==> src/rtl/fetch_unit.sv <==
// fetch_unit -- instruction fetch stage of the single-issue MIPS core.
//
// Holds the program counter, fetches one word per instruction from
// instruction memory over a req/ack handshake, latches it, exposes its
// bit-fields to the control decoder and computes the next PC from the
// decoder's jump/Branch outputs and the ALU zero flag.
//
// Ports:
//   clk, rst          clock; asynchronous active-high reset
//   imem_req/addr     fetch request and byte address (= pc)
//   imem_ack/rdata    memory response, data valid with ack
//   jump, Branch,zero next-PC selection, sampled at the un-stalled EXEC edge
//   stall             holds the current instruction in EXEC
//   pc, pc_plus4      current instruction address and pc + 4
//   instr + fields    latched instruction and its decoded slices
//   instr_valid       high in EXEC
//   fault             sticky fetch-timeout flag (cleared only by rst)
module fetch_unit #(
  parameter logic [31:0] PC_RESET = 32'h0000_3000,
  parameter int          TIMEOUT  = 16
) (
  input  logic        clk,
  input  logic        rst,
  output logic        imem_req,
  output logic [31:0] imem_addr,
  input  logic        imem_ack,
  input  logic [31:0] imem_rdata,
  input  logic        jump,
  input  logic        Branch,
  input  logic        zero,
  input  logic        stall,
  output logic [31:0] pc,
  output logic [31:0] pc_plus4,
  output logic [31:0] instr,
  output logic [5:0]  OpCode,
  output logic [4:0]  rs,
  output logic [4:0]  rt,
  output logic [4:0]  rd,
  output logic [5:0]  funct,
  output logic [15:0] imm16,
  output logic [25:0] target26,
  output logic        instr_valid,
  output logic        fault
);

  localparam int CW = $clog2(TIMEOUT) + 1;
  localparam logic [CW-1:0] CNT_LAST = CW'(TIMEOUT - 1);

  typedef enum logic [1:0] {S_IDLE, S_FETCH, S_EXEC, S_FAULT} state_t;

  state_t        state_q, state_d;
  logic [31:0]   pc_q, pc_d;
  logic [31:0]   instr_q, instr_d;
  logic [CW-1:0] cnt_q, cnt_d;

  logic [31:0] pc_p4, br_off, pc_next;

  assign pc_p4  = pc_q + 32'd4;
  assign br_off = {{14{instr_q[15]}}, instr_q[15:0], 2'b00};

  // jump beats branch; all arithmetic wraps modulo 2^32
  always_comb begin
    pc_next = pc_p4;
    if (jump)                pc_next = {pc_p4[31:28], instr_q[25:0], 2'b00};
    else if (Branch && zero) pc_next = pc_p4 + br_off;
  end

  always_ff @(posedge clk or posedge rst) begin
    if (rst) begin
      state_q <= S_IDLE;
      pc_q    <= PC_RESET;
      instr_q <= '0;
      cnt_q   <= '0;
    end else begin
      state_q <= state_d;
      pc_q    <= pc_d;
      instr_q <= instr_d;
      cnt_q   <= cnt_d;
    end
  end

  always_comb begin
    state_d = state_q;
    pc_d    = pc_q;
    instr_d = instr_q;
    cnt_d   = cnt_q;
    case (state_q)
      S_IDLE: state_d = S_FETCH;
      S_FETCH: begin
        // an ack on the final count still wins over the timeout
        if (imem_ack) begin
          instr_d = imem_rdata;
          cnt_d   = '0;
          state_d = S_EXEC;
        end else if (cnt_q == CNT_LAST) begin
          state_d = S_FAULT;
        end else begin
          cnt_d = cnt_q + 1'b1;
        end
      end
      S_EXEC: begin
        if (!stall) begin
          pc_d    = pc_next;
          state_d = S_FETCH;
        end
      end
      S_FAULT: state_d = S_FAULT;
      default: state_d = S_IDLE;
    endcase
  end

  // Status outputs decode straight from state so rst drops them at once.
  assign imem_req    = (state_q == S_FETCH);
  assign imem_addr   = pc_q;
  assign instr_valid = (state_q == S_EXEC);
  assign fault       = (state_q == S_FAULT);

  assign pc       = pc_q;
  assign pc_plus4 = pc_p4;
  assign instr    = instr_q;
  assign OpCode   = instr_q[31:26];
  assign rs       = instr_q[25:21];
  assign rt       = instr_q[20:16];
  assign rd       = instr_q[15:11];
  assign funct    = instr_q[5:0];
  assign imm16    = instr_q[15:0];
  assign target26 = instr_q[25:0];

endmodule

==> config.mk <==
export PLATFORM = sky130hd
export DESIGN_NAME = fetch_unit
export DESIGN_NICKNAME = d
export VERILOG_FILES = /design/src/rtl/fetch_unit.sv
export SDC_FILE = /design/constraint.sdc
export NUM_CORES = 1
export LEC_CHECK = 0
export ABC_AREA = 1
export CAP_MARGIN = 10
export CORE_UTILIZATION = 35
export DETAILED_ROUTE_END_ITERATION = 7
export GPL_TIMING_DRIVEN = 0
export PLACE_DENSITY = 0.63
export SKIP_LAST_GASP = 1
export SYNTH_ARGS = -nofsm -noshare
export SYNTH_HDL_FRONTEND = slang
export SYNTH_SLANG_ARGS = --single-unit
==> constraint.sdc <==
create_clock -name clk -period 2.5 [get_ports clk]
set_input_delay 0.5 -clock clk [delete_from_list [all_inputs] [get_ports clk]]
set_output_delay 0.5 -clock clk [all_outputs]
set_load 0.1 [all_outputs]
After elaboration in Yosys (flattened, before gate mapping)
Cells that the tools add are included.
Word-level totals
  bits of input ports: 39
  bits in registers: 71
  output and inout port bits: 200
Operators by class
  add/sub/neg operators: 3
  reductions and logical operators: 6
  equality and inequality tests: 7
  bitwise operators: 1
  multiplexer cells: 8
Operator list (number)
  $mux W32: 2
  $add A32 B3 Y32 const B: 1
  $add A32 B32 Y32: 1
  $mux W5: 2
  $pmux W2 S4: 1
  $reduce_and A2 Y1: 4
  $mux W2: 3
  $add A5 B1 Y5 const B: 1
  $eq A5 B4 Y1 const B: 1
  $eq A2 B2 Y1 const B: 2
  $ne A2 B2 Y1 const B: 2
  $ne A3 B1 Y1 const B: 1
  $eq A2 B1 Y1 const B: 1
  $logic_not A2 Y1: 1
  $logic_and A1 B1 Y1: 1
  $not A1 Y1: 1

Depth between registers and ports, before layout
  depth after elaboration: 4
  depth in mapped cells: 24

Least setup slack after synthesis
No wires, ideal clock.
  path type: register to register
  start: register pc_q[3] (netlist: imem_addr[3])
  end: register pc_q[29] (netlist: imem_addr[29])
  period minus slack after synthesis: 4.809 ns
  required time: 2.380 ns
  path buffers: 0
  stages on the path, launching flop included: 20
  setup time: 0.120 ns
  data arrival time: 4.689 ns
  setup slack: -2.309 ns
  path through: dfrtp_1 -> ha_1 -> nand2_1 -> inv_2 -> nand2_2 -> inv_2 -> nand2_2 -> xnor2_1 -> ha_1 -> nand2_1 -> inv_1 -> nand2_1 -> nand2_1 -> nand3b_1 -> nand2_1 -> nand3_1 -> nand3_1 -> nand2_1 -> nand2_1 -> nand2_1
Between the ends
  cells in the longest elaborated chain, start to end: 4
Ends and longest elaborated chain
  start, declared: RTL line 52  | logic [31:0] pc_q, pc_d;
  start signal, assigned: RTL line 76  | pc_q <= pc_d;
  $add A32 B3 Y32: RTL line 58  | assign pc_p4 = pc_q + 32'd4;
  net pc_plus4[12]: RTL line 33  | output logic [31:0] pc_plus4,
  $add A32 B32 Y32: RTL line 65  | else if (Branch && zero) pc_next = pc_p4 + br_off;
  $mux W32: RTL line 65
  $mux W32: RTL line 64  | if (jump) pc_next = {pc_p4[31:28], instr_q[25:0], 2'b00};
The timed path passes the listed nets, and every way through them passes these cells.
A chain may end at the register's enable or synchronous reset.

Worst setup path after layout
  start: register pc_q[13] (netlist: imem_addr[13])
  end: register pc_q[26] (netlist: imem_addr[26])
Between the ends
  cells in the longest elaborated chain, start to end: 4
Ends and longest elaborated chain (RTL line)
  $add A32 B3 Y32 *: 58
  $add A32 B32 Y32: 65
  $mux W32 *: 65
  $mux W32 *: 64
Mark *: on every way between the ends. The rest lies on a longest branch, timed or not.

==> results.sh <==
export IMPL_crit_path_end_kind="register"
export IMPL_routed_via_density=4.77
export IMPL_setup_viol_count_final=40
export IMPL_violations="negative setup slack"
export IMPL_cpMaxStageDelayCell="dfstp_4"
export IMPL_max_clock_freq_mhz=341
export IMPL_pin_count=239
export IMPL_antennaDiodeCount=0
export IMPL_dr_pass1_iters=5
export IMPL_cp_depth=21
export IMPL_crit_path_max_incr_delay_ns=0.65
export IMPL_cp_startpoint="imem_addr[13]$_DFFE_PP1P_"
export IMPL_die_width_um=147
export IMPL_synth_commonest_cells="nand2_1, inv_1, nor2_1, buf_4, nand3_1"
export IMPL_initial_core_util_pct=36.1
export IMPL_yosysMostFrequentCell="nand2_1"
export IMPL_clock_sinks=69
export IMPL_fin_area_um2=13000
export IMPL_netlist_instances=1172
export IMPL_cp_num_buf_inv=4
export IMPL_grt_pass1_wl_um=43700
export IMPL_syn_to_final_growth_pct=75.8
export IMPL_rsz0062_at_grt="true"
export IMPL_drc=0
export IMPL_status="finished, violations left"
export IMPL_row_count=52
export IMPL_track_usage_pct=26.0
export IMPL_yosysTopAreaCell="dfrtp_1"
export IMPL_antenna_left=0
export IMPL_grt_pass1_vias=8089
export IMPL_synth_avg_cell_area_um2=6.29
export IMPL_crit_chain="nand2_4 -> nor2_2 -> nand4_1 -> nor2_2 -> xnor2_2 -> clkinvlp_4 -> buf_6 -> ha_4 -> nand2_4 -> inv_2 -> nand2_2 -> nand2_2 -> inv_2 -> nand2_2 -> nand2_2 -> nand3_2 -> nand2_1 -> nand3_1 -> nand2_1 -> nand2_1 -> nand2_1"
export IMPL_ff2ff_path_depth=21
export IMPL_place_hpwl_um=21500
export IMPL_drv_slew=0
export IMPL_port_buffers=231
export IMPL_num_vias=8537
export IMPL_finalHoldViolations=0
export IMPL_clk_path_buf_depth=2
export IMPL_grt_max_degree=70
export IMPL_die_h_um=147
export IMPL_clock_latency_ns=0.33
export IMPL_synth_edf_count=0
export IMPL_hold_depth=1
export IMPL_place_area_um2=10600
export IMPL_wl_per_cell_um=16.1
export IMPL_die_area_um2=21700
export IMPL_fin_crit_sh_pct=117
export IMPL_drt_iter0_drc=532
export IMPL_core_um2=20400
export IMPL_grt_overflow_total=0
export IMPL_drt_wl_total_um=28800
export IMPL_r2r_end="imem_addr[26]$_DFFE_PP0P_"
export IMPL_worstMarginPinSlew_ns=1.03
export IMPL_root_buffer="clkbuf_16"
export IMPL_cap_viol_max_count=0
export IMPL_async_flop_share_pct=100
export IMPL_cts_hold_buf=0
export IMPL_synth_seq_cells=69
export IMPL_timing_final_ws_setup_ns=-0.434
export IMPL_cp_data_required_time_ns=2.72
export IMPL_min_path_type="register to register"
export IMPL_syn_area_um2=7380
export IMPL_fin_nets=1591
export IMPL_ys_seq_area_share_pct=23.4
export IMPL_drive_above_1_share_pct=41.7
export IMPL_antenna_found_initial=0
export IMPL_htreeDepth=3
export IMPL_ff2ff_setup_slack_ns=-0.43
export IMPL_crit_type="register to register"
export IMPL_numCtsBuffers=9
export IMPL_start_kind="register"
export IMPL_cts_reportedPaths_clkPinSlew_ns=0.06
export IMPL_synth_ff_type="dfrtp_1"
export IMPL_ys_types=40
export IMPL_cts_tree="done"
export IMPL_cp_arrival_ns=3.16
export IMPL_synth_top_area_share_pct=22.7
export IMPL_cp_max_fo=4
export IMPL_gp_congestion=0.921
export IMPL_ys_warn_count=0
export IMPL_skew_ns=0.00781
export IMPL_critical_path_top_delay_family="simple AND/OR/NAND/NOR gates"
export IMPL_period_needed_ns=2.93
export IMPL_fin_tns_setup_ns=-10.28
export IMPL_slew_headroom_pct=31.7
export IMPL_synthTopCellsByArea="dfrtp_1, nand2_1, buf_4"
export IMPL_r2r_start="imem_addr[13]$_DFFE_PP1P_"
export IMPL_endpoint="imem_addr[26]$_DFFE_PP0P_"
[cell families after synthesis]
group	Yosys count	synth area share (%)
AO/OA/AOI/OAI	72	5.46
flip-flops	69	23.4
XOR/XNOR	18	2.14
other	1	0.0508
AND/OR/NAND/NOR	644	36.8
buffers and inverters	299	20.8
adder cells (fa/ha/maj)	39	6.72
multiplexers	30	4.58
[placed cells by master (no fill, tap or decap), types with 6 or more instances in the layout]
cell type and n:
nand2_1 287, buf_4 173, inv_1 134, dlygate4sd2_1 104, nand2_2 84, nor2_1 80, clkdlybuf4s50_1 68, nand3_1 45
dfrtp_1 43, nand2_4 37, mux2_2 30, inv_2 30, nor2_4 28, ha_4 28, buf_12 25, buf_6 24
dfrtp_2 23, nand3_2 22, nor2_2 21, o21ai_0 17, a21oi_1 14, nand4_1 12, buf_2 11, a21oi_2 11
dlymetal6s2s_1 11, clkbuf_1 9, xor2_4 9, ha_1 9, clkbuf_16 9, clkdlybuf4s15_1 9, o21ai_2 8, clkdlybuf4s15_2 8
nand3b_1 7, clkinvlp_4 7, conb_1 6
[metrics by stage]
stage | std cells | setup WS [ns] | hold WS [ns] | util [%]
2_1_floorplan | 1177 | -1.12 | 0.468 | -
3_3_place_gp | 1678 | -1.29 | 0.488 | 51.9
3_5_place_dp | 1680 | -0.859 | 0.496 | 52.1
4_1_cts | 1766 | -0.364 | 0.503 | 59.7
5_1_grt | 1788 | -0.563 | 0.527 | 63.5
6_report | 1788 | -0.434 | 0.505 | 63.5
[layer usage]
metal	part of all wire (%)	global-route usage, %	up-vias
met3	5.5	2.17	47
met5	0	0	-
met1	43	35.0	4008
met4	2.3	7.27	0
met2	49	44.3	287
li1	-	-	4195
[area by class of cell]
class                      count  area [µm²]
fill                        1805        7460
buffer                       124         877
sequential                    69        1770
timing repair buffer         325        3260
clock inverter                 6        86.3
clock buffer                  10         239
multi-input combinational    809        5710
inverter                     175         697
tap                          270         338
[what timing repair did]
action	CTS	global route
setup buffers	70	25
pin swaps	101	118
gates resized for setup	495	202
endpoints found under the setup margin	177	72
[registers in the layout, indices dropped and copies added (netlist names)]
| register | cells |
|---|---|
| cnt_q | 5 |
| imem_addr | 30 |
| instr | 32 |
| state_q | 2 |
[worst min path at each step]
stage | slack (ns) | to | from
after floorplan | 0.47 | cnt_q[0]$_DFFE_PP0P_ | cnt_q[0]$_DFFE_PP0P_
after global placement | 0.49 | cnt_q[0]$_DFFE_PP0P_ | cnt_q[0]$_DFFE_PP0P_
after detailed placement | 0.50 | cnt_q[0]$_DFFE_PP0P_ | cnt_q[0]$_DFFE_PP0P_
after CTS | 0.50 | cnt_q[0]$_DFFE_PP0P_ | cnt_q[0]$_DFFE_PP0P_
after global routing | 0.53 | cnt_q[0]$_DFFE_PP0P_ | cnt_q[0]$_DFFE_PP0P_
final | 0.50 | cnt_q[0]$_DFFE_PP0P_ | cnt_q[0]$_DFFE_PP0P_
Power is not shown: default switching activity piles up to over one toggle a cycle in this logic, so the estimate is an artifact.
